### config.mk
export PLATFORM = sky130hd
export DESIGN_NAME = tetris_board_scanner
export DESIGN_NICKNAME = d
export VERILOG_FILES = /design/src/rtl/tetris_board_scanner.sv
export SDC_FILE = /design/constraint.sdc
export NUM_CORES = 1
export LEC_CHECK = 0
export CORE_ASPECT_RATIO = 1.5
export CORE_MARGIN = 1.5
export CORE_UTILIZATION = 50
export CTS_CLUSTER_SIZE = 20
export DETAILED_ROUTE_END_ITERATION = 10
export PLACE_DENSITY = 0.66
export SYNTH_ARGS = -nofsm -noshare
export SYNTH_HDL_FRONTEND = slang
export SYNTH_SLANG_ARGS = --single-unit
### constraint.sdc
create_clock -name clk -period 4.2 [get_ports clk]
set_input_delay 0.63 -clock clk [delete_from_list [all_inputs] [get_ports clk]]
set_output_delay 0.63 -clock clk [all_outputs]
set_load 0.01 [all_outputs]
### src/rtl/tetris_board_scanner.sv
// tetris_board_scanner
// Sweeps the tetris core's cell-query port across the whole playfield in
// row-major order, captures each returned cell kind into a local snapshot
// buffer and counts the non-empty cells of the finished snapshot. The display
// reads the snapshot through its own registered port.
//
// Optional build macro: TBS_DOUBLE_BUF_EN
//   defined   - front/back banks; captures fill the back bank, the banks
//               swap in the DONE cycle so the display never sees a torn frame.
//   undefined - single bank written in place (reads may see a partial frame).
//
// Ports:
//   clk, reset     clock; synchronous active-high reset
//   start          request one full scan (sampled in IDLE only)
//   core_ready     core board contents valid; gates leaving IDLE/WAIT
//   q_x, q_y       query address presented to the core
//   q_kind         core's cell kind, QUERY_LAT cycles after q_x/q_y
//   rd_x, rd_y     display read address
//   rd_kind        snapshot cell, one cycle after rd_x/rd_y; 0 if out of range
//   busy           high in WAIT, SCAN, DRAIN
//   done           one-cycle pulse when a snapshot completes
//   occupied_cnt   non-empty cells in the last completed snapshot
module tetris_board_scanner #(
  parameter int QUERY_LAT = 1,
  parameter int COLS      = 10,
  parameter int ROWS      = 20
) (
  input  logic       clk,
  input  logic       reset,
  input  logic       start,
  input  logic       core_ready,
  output logic [3:0] q_x,
  output logic [4:0] q_y,
  input  logic [2:0] q_kind,
  input  logic [3:0] rd_x,
  input  logic [4:0] rd_y,
  output logic [2:0] rd_kind,
  output logic       busy,
  output logic       done,
  output logic [7:0] occupied_cnt
);

  localparam int         CELLS      = COLS * ROWS;
  localparam int         IDX_W      = $clog2(CELLS);
  localparam logic [3:0] X_LAST     = 4'(COLS - 1);
  localparam logic [4:0] Y_LAST     = 5'(ROWS - 1);
  localparam logic [3:0] COLS_L     = 4'(COLS);
  localparam logic [4:0] ROWS_L     = 5'(ROWS);
  localparam logic [1:0] DRAIN_LAST = (QUERY_LAT > 0) ? 2'(QUERY_LAT - 1) : 2'd0;

  typedef enum logic [2:0] {
    S_IDLE,
    S_WAIT,
    S_SCAN,
    S_DRAIN,
    S_DONE
  } state_t;

  state_t           state, next_state;
  logic [1:0]       drain_cnt;
  logic [IDX_W-1:0] addr_idx;
  logic [7:0]       run_cnt;
  logic             scan_last;

  logic [IDX_W-1:0] addr_p0;
  logic             vld_p0;
  logic [IDX_W-1:0] cap_addr;
  logic             cap_vld;

  logic [IDX_W-1:0] rd_idx;
  logic             rd_in_range;
  logic [2:0]       rd_cell;

  assign scan_last = (state == S_SCAN) && (q_x == X_LAST) && (q_y == Y_LAST);

  always_comb begin
    next_state = state;
    case (state)
      S_IDLE:  if (start) next_state = core_ready ? S_SCAN : S_WAIT;
      S_WAIT:  if (core_ready) next_state = S_SCAN;
      S_SCAN:  if (scan_last) next_state = (QUERY_LAT == 0) ? S_DONE : S_DRAIN;
      S_DRAIN: if (drain_cnt == DRAIN_LAST) next_state = S_DONE;
      S_DONE:  next_state = S_IDLE;
      default: next_state = S_IDLE;
    endcase
  end

  assign busy = (state == S_WAIT) || (state == S_SCAN) || (state == S_DRAIN);
  assign done = (state == S_DONE);

  always_ff @(posedge clk) begin
    if (reset) begin
      state        <= S_IDLE;
      q_x          <= 4'd0;
      q_y          <= 5'd0;
      addr_idx     <= '0;
      drain_cnt    <= 2'd0;
      run_cnt      <= 8'd0;
      occupied_cnt <= 8'd0;
    end else begin
      state <= next_state;
      // Address generator parks at (0,0) outside SCAN, so entering SCAN
      // presents cell 0 immediately and the last cell never wraps.
      if (state == S_SCAN && !scan_last) begin
        addr_idx <= addr_idx + IDX_W'(1);
        if (q_x == X_LAST) begin
          q_x <= 4'd0;
          q_y <= q_y + 5'd1;
        end else begin
          q_x <= q_x + 4'd1;
        end
      end else begin
        q_x      <= 4'd0;
        q_y      <= 5'd0;
        addr_idx <= '0;
      end
      drain_cnt <= (state == S_DRAIN) ? drain_cnt + 2'd1 : 2'd0;
      if (next_state == S_SCAN && state != S_SCAN)
        run_cnt <= 8'd0;
      else if (cap_vld && q_kind != 3'd0)
        run_cnt <= run_cnt + 8'd1;
      if (state == S_DONE)
        occupied_cnt <= run_cnt;
    end
  end

  // Stage p0: address issued to the core this cycle
  assign addr_p0 = addr_idx;
  assign vld_p0  = (state == S_SCAN);

  // Stage p1..pN: address/valid delayed to line up with q_kind
  generate
    if (QUERY_LAT == 0) begin : g_no_lat
      assign cap_addr = addr_p0;
      assign cap_vld  = vld_p0;
    end else begin : g_lat
      logic [IDX_W-1:0] addr_pn [QUERY_LAT];
      logic             vld_pn  [QUERY_LAT];

      always_ff @(posedge clk) begin
        if (reset) begin
          for (int i = 0; i < QUERY_LAT; i++) vld_pn[i] <= 1'b0;
        end else begin
          vld_pn[0] <= vld_p0;
          for (int i = 1; i < QUERY_LAT; i++) vld_pn[i] <= vld_pn[i-1];
        end
        addr_pn[0] <= addr_p0;
        for (int i = 1; i < QUERY_LAT; i++) addr_pn[i] <= addr_pn[i-1];
      end

      assign cap_addr = addr_pn[QUERY_LAT-1];
      assign cap_vld  = vld_pn[QUERY_LAT-1];
    end
  endgenerate

  assign rd_in_range = (rd_x < COLS_L) && (rd_y < ROWS_L);
  assign rd_idx      = IDX_W'(rd_y) * IDX_W'(COLS) + IDX_W'(rd_x);

`ifdef TBS_DOUBLE_BUF_EN
  logic [2:0] bank [2][CELLS];
  logic       front;

  always_ff @(posedge clk) begin
    if (reset) begin
      front <= 1'b0;
      for (int b = 0; b < 2; b++)
        for (int i = 0; i < CELLS; i++) bank[b][i] <= 3'd0;
    end else begin
      if (cap_vld) bank[~front][cap_addr] <= q_kind;
      // Swap at end of DONE: the last capture has already landed.
      if (state == S_DONE) front <= ~front;
    end
  end

  assign rd_cell = bank[front][rd_idx];
`else
  logic [2:0] bank [CELLS];

  always_ff @(posedge clk) begin
    if (reset) begin
      for (int i = 0; i < CELLS; i++) bank[i] <= 3'd0;
    end else if (cap_vld) begin
      bank[cap_addr] <= q_kind;
    end
  end

  assign rd_cell = bank[rd_idx];
`endif

  always_ff @(posedge clk) begin
    if (reset) rd_kind <= 3'd0;
    else       rd_kind <= rd_in_range ? rd_cell : 3'd0;
  end

endmodule

### After elaboration in Yosys (flattened, before gate mapping)

Memory sizes are Yosys's and may differ from the RTL's. A register that Yosys moved wholly into a read port is not among the register bits.
Cells that the tools add are included.

* bits in registers: 38
* memory bits (writable): 609
* input port bits: 16
* output and inout port bits: 22
* memories kept: 3

* $add $sub $neg: 6
* $mul: 1
* $lt $le $gt $ge: 2
* equal/unequal tests: 8
* muxes and demuxes: 17
* bitwise operators: 3
* reductions and logical operators: 19

Memories
* bank: depth 200, width 3, rd ports 1, clocked after Yosys merged registers in 1, write ports 200, RTL line 177 `logic [2:0] bank [CELLS];`
* g_lat.addr_pn: depth 1, width 8, rd ports 1, clocked after Yosys merged registers in 0, write ports 1, RTL line 137 `logic [IDX_W-1:0] addr_pn [QUERY_LAT];`
* g_lat.vld_pn: depth 1, width 1, rd ports 1, clocked after Yosys merged registers in 0, write ports 1, RTL line 138 `logic vld_pn [QUERY_LAT];`

Operators by type and width (count)
* 8-bit by 1-bit adder with 8-bit output, second input constant: 2
* 3-bit 2-to-1 mux: 5
* 3-bit one-hot mux with 4 select lines: 1
* 3-bit by 2-bit == test with 1-bit output, second input constant: 3
* 1-bit 2-to-1 mux: 9
* 8-bit by 4-bit adder with 8-bit output: 1
* 8-bit 2-to-1 mux: 1
* 2-bit OR reduction: 4
* 5-bit by 3-bit multiplier with 7-bit output, second input constant: 1
* 1-bit logical AND: 6
* 3-bit OR reduction: 2
* 5-bit by 1-bit adder with 5-bit output, second input constant: 1
* 5-bit == test, second input constant: 1
* 5-bit < comparator, second input constant: 1
* 4-bit by 1-bit adder with 4-bit output, second input constant: 1
* 4-bit == test, second input constant: 1
* 4-bit < comparator, second input constant: 1
* 3-bit by 1-bit == test with 1-bit output, second input constant: 1
* 3-bit == test, second input constant: 1
* 3-bit logical NOT: 1
* 3-bit by 2-bit != test with 1-bit output, second input constant: 1
* 1-bit inverter: 3
* 3-bit nonzero test: 1
* 2-bit by 1-bit adder with 2-bit output, second input constant: 1
* other kinds (5): 6

### Logic depth before layout (Yosys ltp)

Gate-level depths: netlist of the first run.

* depth in word-level cells: 8
* depth in mapped cells: 13

### Least setup slack after synthesis of the first run

No wires, ideal clock.

* kind: input-to-reg
* from: input rd_y[1]
* to: register rd_kind[0], read port of bank
* setup time: 0.116 ns
* arrival: 3.333 ns
* data required time: 4.084 ns
* slack: 0.751 ns
* stages: 10
* buffers on the path: 2
* cell sequence: ha_1 ha_1 fa_1 a21bo_2 o22ai_1 clkbuf_1 clkbuf_1 a41oi_1 a31o_2 o211a_1

* longest elaborated chain between the ends: 4
* elaborated cells between the ends (all ways): 6

Ends and longest elaborated chain
* start, declared: RTL line 36 `input logic [4:0] rd_y,`
* branches (longest 4 deep; another with 8-bit by 4-bit adder with 8-bit output)
* end, declared: RTL line 37 `output logic [2:0] rd_kind,`

Several ways; the timed one is not identified.
A chain may end at the register's enable or synchronous reset.

### Worst setup path in the final report of the first run

* from: input rd_x[1]
* to: register rd_kind[0], read port of bank

* longest elaborated chain between the ends: 4
* elaborated cells between the ends (all ways): 5

Ends and longest elaborated chain
* start, declared: RTL line 35 `input logic [3:0] rd_x,`
* 4-bit < comparator: RTL line 156 `assign rd_in_range = (rd_x < COLS_L) && (rd_y < ROWS_L);`
* 1-bit logical AND: RTL line 156
* 1-bit inverter (no line)
* 2-bit OR reduction (no line)

Several ways; a longest one is shown, not always the timed one.

==> flow_summary.yaml, run 1 <==
clocking:
  cts_tree: "yes"
  clockBufferDepth: 3
  hold_buffers: 0
  cts_setup_buffers: 0
  cts.clk_slew.worst_paths_ns: 0.06
  cts_buffers: 76
  h-tree-depth: 3
  clock_latency_ns: 0.65
  clock_sinks: 818
  cts_root_buffer: "clkbuf_16"
  cts.repair.resized: 0
worst_setup_path:
  ff2ff_path_depth: 6
  critPathKind: "input pin to flop"
  critPathLaunchType: "input pin"
  critical_path_arrival_ns: 4.19
  cpPeakStageDelay_ns: 0.90
  path_delay_family: "adder cells"
  crit_required_ns: 4.73
  crit_fanout: 30
  slowest_stage: "fa_4"
  crit_chain: "clkdlybuf4s50_1 -> ha_4 -> fa_4 -> buf_12 -> buf_4 -> mux4_2 -> mux4_2 -> a211oi_2 -> o21ai_1 -> o211a_1"
  worst-path-buf-inv: 3
  timing.critical_path.mode_cell: "mux4_2"
  r2r-end: "bank[142][1]"
  critPathCaptureType: "flop"
  r2r_slack_ns: 1.21
  r2r_start: "g_lat.addr_pn[0][7]"
cells_and_area:
  stdcell_count: 3748
  seq_area_um2: 24060
  num-fill-cells: 5977
  multi_input_area_um2: 13370
  drive_gt1_share_pct: 16.47
  area_growth_pct: 10.25
  fin_area_um2: 42800
  insertedDiodeCount: 0
  fin_nets: 2704
grt:
  antenna_found_initial: 2
  grt_pass1_vias: 24090
  grtUsageTotal_pct: 25.92
  grt_first_pass_wirelength_um: 152800
  grt_max_degree: 180
  gr-total-overflow: 0
place:
  hpwl_um: 64830
  gp_congestion: 0.8905
  dpl_cell_area_um2: 40390
  place_worst_setup_slack_ns: -0.09362
  port_buffers: 37
  post-place-cells: 3609
timing:
  hold_slack_ns: 0.3697
  grt_setup_unrepaired: "false"
  finalSetupViolations: 0
  clock.fmax_mhz: 273.6
  fin_crit_ns: 3.655
  fin_skew_ns: 0.01706
  max_slew.worst_pin.slew_ns: 1.185
  slew_violations: 0
  finalCritPeriodShare_pct: 87.02
  hold_violations: 0
  final.setup.worst_slack_ns: 0.5452
  slew-limit-headroom_pct: 20.81
  tns_ns: 0
logic_synthesis:
  yosysUniqueCellTypes: 71
  netlist_area_um2: 38820
  syn-instance-count: 2756
  synth-warning-count: 0
  ys_seq_area_share_pct: 61.98
  synth_seq_cells: 818
  yosys.area.top_type: "edfxtp_1"
  synthArstFlopShare_pct: 0
  synth.area.top_cells: "edfxtp_1, and3_1, mux4_2"
  synth_edf_count: 768
  syn_avg_cell_area_um2: 14.09
  synthFlopType: "edfxtp_1"
  synth_most_common_cell: "edfxtp_1"
  synth_common_cells: "edfxtp_1, and3_1, clkbuf_1"
  syn_nets: 2789
  yosysTopAreaCellShare_pct: 59.41
worst_hold_path:
  hold_start: "addr_idx[7]"
  worstHoldPathCells: 0
  hold_class: "flop to flop"
  worstHoldEndpoint: "g_lat.addr_pn[0][7]"
die:
  dieArea_um2: 79360
  placementRows: 125
  io_pins: 38
  die_w_um: 230.5
  core_um2: 77110
  fp.dieH_um: 344.3
  start_util_pct: 50.35
power:
  vdd_drop_max_v: 0.0002861
  power.density_nw_per_um2: 431.1
  leakagePower_nw: 17.24
routing:
  drc: 0
  drt_iter0_markers: 2397
  viasPerCell: 6.390
  wire_per_inst_um: 27.27
  vias: 23950
  drt-pass1-iter-count: 5
  drt-total-wl_um: 102200
  drt.antenna.violating_nets: 0
flow_run:
  cap_violations: 0
run_status:
  status: "completed"
[metrics by stage]
| stage | utilization [%] | power, mW |
|---|---|---|
| global route | 55.51 | 18.94 |
| floorplan | - | 10.78 |
| CTS | 55.51 | 18.51 |
| global placement | 52.38 | 11.73 |
| finish | 55.51 | 18.45 |
| detailed placement | 52.38 | 11.76 |
[layout make-up]
class | count | area share, %
flip-flops and latches | 818 | 56.22
multi-input cells | 1601 | 31.24
clock buffers | 92 | 4.753
repair buffers | 163 | 3.830
well taps | 1016 | 2.970
clock inverters | 47 | 0.8887
inverters | 11 | 0.09647
[layout by cell type, fill, tap and decap left out, drive strengths merged, types with 14 or more instances in the layout]
cell	Yosys	layout
nor3	29	29
buf	59	131
mux2i	66	66
mux4	174	174
nand3	35	35
and2	52	52
nand2	93	93
a22oi	26	26
edfxtp	768	768
a21oi	29	29
and3	568	568
dfxtp	50	50
nor2	136	136
a21o	185	185
xor2	15	15
o21ai	19	19
ha	15	15
a221oi	16	16
clkdlybuf4s50	0	32
clkinv	3	34
inv	8	14
or2	21	21
clkbuf	267	92
[how the worst max path moves through the flow]
| stage | startpoint | to | slack [ns] | cells past startpoint |
|---|---|---|---|---|
| finish | rd_x[1] | rd_kind[0] | 0.55 | 10 |
| global route | rd_x[1] | rd_kind[0] | 0.50 | 10 |
| CTS | rd_x[1] | rd_kind[0] | 0.57 | 10 |
| detailed placement | rd_x[1] | rd_kind[0] | -0.09 | 10 |
| global placement | rd_y[0] | rd_kind[0] | -0.04 | 10 |
| floorplan | rd_y[1] | rd_kind[0] | 0.75 | 10 |
[logic make-up after synthesis]
family	share of synthesized area, %
compound gates	6.198
xor+xnor	0.5769
fa+ha+maj	0.5866
buf+inv	4.132
flops	61.98
mux	12.19
simple gates	14.33
[power by group]
group          internal [mW]  total, mW  switching (mW)
combinational          0.967       2.32            1.36
sequential              9.18       9.29           0.109
clock                   3.78       6.84            3.06
[worst register-to-register path, delay by kind of cell, from the launching register on]
| family | cells | cell delay [ns] |
|---|---|---|
| simple gates | 5 | 1.72 |
| buf+inv | 1 | 0.39 |
| flops | 1 | 0.60 |
[layer usage]
layer / up-vias / part of all wire [%] / track usage [%]
met5: - / 0.037 / 0
met4: 2 / 4.6 / 12.21
met3: 239 / 6.9 / 4.043
met2: 1000 / 52 / 45.42
met1: 12230 / 37 / 31.44
li1: 10480 / - / -
[flip-flops by register name (all words and copies together), names as in the netlist]
register	flops
addr_idx	8
bank	768
occupied_cnt	8
drain_cnt	2
g_lat.vld_pn	1
g_lat.addr_pn	8
q_y	5
rd_kind	3
state	3
q_x	4
run_cnt	8
No activity file was read; power rests on OpenSTA's default activity.
==> run 2: changes to the inputs <==
CORE_MARGIN = 2   (was 1.5)
==> run 2 against run 1 <==
Compared with the run above:
- cell count is 0.21% lower
- flip-flop and latch count is the same
- first-iteration DRC count up 4.5%
- global-route usage down 0.24 points
- clock skew is 0.0096 ns higher
- worst hold slack got worse by 0.0015 ns
- critical path type unchanged
==> flow_summary.yaml, run 2 (same netlist as run 1, synthesis figures left out) <==
power:
  power.density_nw_per_um2: 434.0
  vdd_drop_max_v: 0.0002505
  finalPower_mw: 18.55
  leakagePower_nw: 17.21
run_status:
  status: "completed"
clocking:
  cts.repair.resized: 0
  hold_buffers: 0
  cts_tree: "yes"
  cts_setup_buffers: 0
  cts.clk_slew.worst_paths_ns: 0.06
  cts_root_buffer: "clkbuf_16"
  clockBufferDepth: 3
  h-tree-depth: 3
  clock_latency_ns: 0.64
  clock_sinks: 818
  cts_buffers: 76
routing:
  wire_per_inst_um: 27.36
  drc: 0
  drt-pass1-iter-count: 5
  drt_iter0_markers: 2504
  drt.antenna.violating_nets: 0
  viasPerCell: 6.389
  drt-total-wl_um: 102300
  vias: 23900
worst_setup_path:
  critPathCaptureType: "flop"
  critPathLaunchType: "input pin"
  critPathKind: "input pin to flop"
  critPathLaunch: "rd_y[0]"
  critical_path_arrival_ns: 4.16
  crit_fanout: 17
  r2r_slack_ns: 1.37
  crit_required_ns: 4.73
  r2r_start: "g_lat.addr_pn[0][0]"
grt:
  grt_pass1_vias: 24310
  grt_first_pass_wirelength_um: 153400
  grtUsageTotal_pct: 25.68
  antenna_found_initial: 0
  grt_max_degree: 143
  gr-total-overflow: 0
cells_and_area:
  stdcell_count: 3740
  insertedDiodeCount: 0
  area_growth_pct: 10.11
  final_cell_mix: "edfxtp_1, and3_1, a21o_1"
  fin_area_um2: 42750
  largest_reg_flops: 768
  final_common_cell: "edfxtp_1"
  drive_gt1_share_pct: 16.19
  largest-register: "bank"
  fin_nets: 2699
timing:
  grt_setup_unrepaired: "false"
  slew_violations: 0
  hold_violations: 0
  slew-limit-headroom_pct: 19.65
  max_slew.worst_pin.slew_ns: 1.205
  tns_ns: 0
  fin_skew_ns: 0.02662
  final.setup.worst_slack_ns: 0.5749
  finalSetupViolations: 0
  finalCritPeriodShare_pct: 86.31
  fin_crit_ns: 3.625
  clock.fmax_mhz: 275.9
place:
  dpl_cell_area_um2: 40290
  port_buffers: 37
  hpwl_um: 64970
  place_worst_setup_slack_ns: -0.02539
  post-place-cells: 3604
  gp_congestion: 0.8625
die:
  start_util_pct: 50.35
  io_pins: 38
  die_w_um: 231.5
  dieArea_um2: 79930
  fp.dieH_um: 345.3
  core_um2: 77110
  placementRows: 125
worst_hold_path:
  hold_class: "flop to flop"
  hold_start: "addr_idx[7]"
flow_run:
  cap_violations: 0
-- run 2: layer usage --
layer | GRT usage (%) | up-vias | part of all wire, %
met5 | 0 | - | 0
met4 | 11.19 | 0 | 4.3
met3 | 3.826 | 226 | 6.7
met2 | 44.84 | 983 | 52
met1 | 31.57 | 12230 | 37
li1 | - | 10460 | -
-- run 2: path summary, 6_finish.rpt --
check / end / cells past startpoint
worst max-delay path: rd_kind[0] / 10
worst min-delay path: g_lat.addr_pn[0][7] / 0
worst max register to register: bank[49][2] / 5
worst min register to register: g_lat.addr_pn[0][7] / 0
-- run 2: critical path, stage by stage --
cell,delay [ns]
clkdlybuf4s50_1,0.47
ha_4,0.20
fa_4,0.94
buf_12,0.24
buf_12,0.18
mux4_2,0.32
mux4_2,0.55
a211oi_2,0.34
o21ai_1,0.12
o211a_1,0.13
-- run 2: where the power goes --
part           switching, mW  internal, mW  total (mW)
registers              0.103          9.18        9.29
logic                   1.35         0.948        2.30
clock network           3.05          3.92        6.96
total                   4.50          14.0        18.6
-- run 2: area by class of cell --
type,count,area [µm²]
clock buffers,97,2022
clock inverters,39,431.7
fillers,5987,34360
inverters,11,41.29
multi-input cells,1601,13370
flip-flops and latches,818,24060
well taps,1016,1271
repair buffers,158,1551
-- run 2: through the flow --
step                      hold slack (ns)  utilization [%]
after floorplan                    0.3489                -
after global placement             0.3569            52.26
after detailed placement           0.3602            52.26
after CTS                          0.3694            55.44
after global routing               0.3749            55.44
final                              0.3682            55.44
==> RTL edit: new RTL, flow settings as in run 2 <==
The parameter `QUERY_LAT` goes from 1 to 2.
--- a/src/rtl/tetris_board_scanner.sv
+++ b/src/rtl/tetris_board_scanner.sv
@@ -23,3 +23,3 @@
 module tetris_board_scanner #(
-  parameter int QUERY_LAT = 1,
+  parameter int QUERY_LAT = 2,
   parameter int COLS      = 10,
Function: not settled (the Yosys comparison gave no result); the edit may change what the design does.
==> RTL edit against run 2 <==
  * Total power increased by 0.27%
  * Synthesized cell count is 0.54% higher
  * Non-clock buffer count increased by 21
  * Sequential cell count increased by 9
  * Core utilization rose by 0.24 points
  * Area after synthesis is 0.19% higher
  * Critical endpoint is now rd_kind[2]
  * Via count grew 0.54%
  * Cell area rose by 0.63%
  * Worst setup slack worse by 0.22 ns
  * Wire length down 0.47%
  * Clock skew down 0.0026 ns
==> RTL edit: results (changes against run 2) <==
run_status:
  outcome: "finished clean"  # unchanged
placed_design:
  gp_congestion: 0.914  # was 0.863
  dp_worst_setup_slack_ns: -0.168  # was -0.0254 ns
  dp_hpwl_um: 64800  # was 65000 um
  dpl_cell_area_um2: 40600  # was 40300 um^2
layout:
  nonClockInverterCount: 6  # was 11
  final_cells: 3769  # was 3740
  buffers: 179  # was 158
  seq_share_pct: 56.4  # was 56.3%
  final.clkbuf_count: 92  # was 97
  n_multi_input_combinational_cell: 1606  # was 1601
  multi_input_gate_share_of_the_layout_cell_area_pct: 31.0  # was 31.3%
cts:
  cts.sinks: 827  # was 818
  cts_buffers: 75  # was 76
grt:
  first_global_vias: 24300  # about the same
  grt_pass1_wl_um: 153000  # about the same
  grt_max_degree: 164  # was 143
synth:
  synth_fa_ha_area_share_pct: 0.585  # was 0.587%
  syn_avg_cell_area_um2: 14.0  # was 14.1 um^2
  synth-seq-area-share_pct: 62.3  # was 62.0%
  yosys.cell_types.count: 65  # was 71
  synthTopCellsByArea: "sky130_fd_sc_hd__edfxtp_1 59%, sky130_fd_sc_hd__mux4_2 9.4%, sky130_fd_sc_hd__and3_1 9.0%"  # was sky130_fd_sc_hd__edfxtp_1 59%, sky130_fd_sc_hd__and3_1 9.2%, sky130_fd_sc_hd__mux4_2 8.2%
  synthTopCellsByCount: "768 x sky130_fd_sc_hd__edfxtp_1, 562 x sky130_fd_sc_hd__and3_1, 275 x sky130_fd_sc_hd__clkbuf_1"  # was 768 x sky130_fd_sc_hd__edfxtp_1, 568 x sky130_fd_sc_hd__and3_1, 265 x sky130_fd_sc_hd__clkbuf_1
drt:
  drt_iter0_drc: 2594  # was 2504
  via_per_inst: 6.37  # was 6.39
  wire_per_inst_um: 27.0  # was 27.4 um
  detail_route.first_pass.iterations: 7  # was 5
timing:
  slew_headroom_pct: 18.2  # was 19.6%
hold_path:
  holdCritPathClass: "in2reg"  # was reg2reg
worst_setup_path:
  worst-endpoint-arrival_ns: 4.36  # was 4.16 ns
pwr:
  share_seq_of_total_power_pct: 50.4  # was 50.1%
  switching_power_uw: 4480  # was 4500 uW
  irDropWorstVdd_mv: 0.260  # was 0.251 mV
## RTL edit: changes by cell type in the layout (fill, tap and decap cells not counted), sizes merged, moves of 7 or more
cell and change:
nand2b +8, a22oi -15, a211oi +7, nand3 -20, nor2b +7, dfxtp +9, a221oi +14, mux2i +23
mux4 -8, buf +21, nand2 -13
## RTL edit: metal layers
layer | wire (um) | up-vias | share of wire, % | global-route usage, %
met4 | 5000 | 0 | 4.9 | 12.7
met2 | 52800 | 943 | 52 | 43.9
met5 | 0 | - | 0 | 0
met3 | 6360 | 223 | 6.2 | 3.64
met1 | 37700 | 12300 | 37 | 31.4
li1 | - | 10500 | - | -
## RTL edit: path summary, 6_finish.rpt
check / slack [ns] / startpoint / cells after the start / to
worst max-delay path: 0.36 / rd_x[1] / 12 / rd_kind[2]
worst min-delay path: 0.27 / q_kind[1] / 1 / bank[235][1]
worst max register to register: 1.40 / g_lat.addr_pn[0][13] / 4 / bank[42][2]
worst min register to register: 0.33 / g_lat.addr_pn[0][3] / 0 / g_lat.addr_pn[0][11]
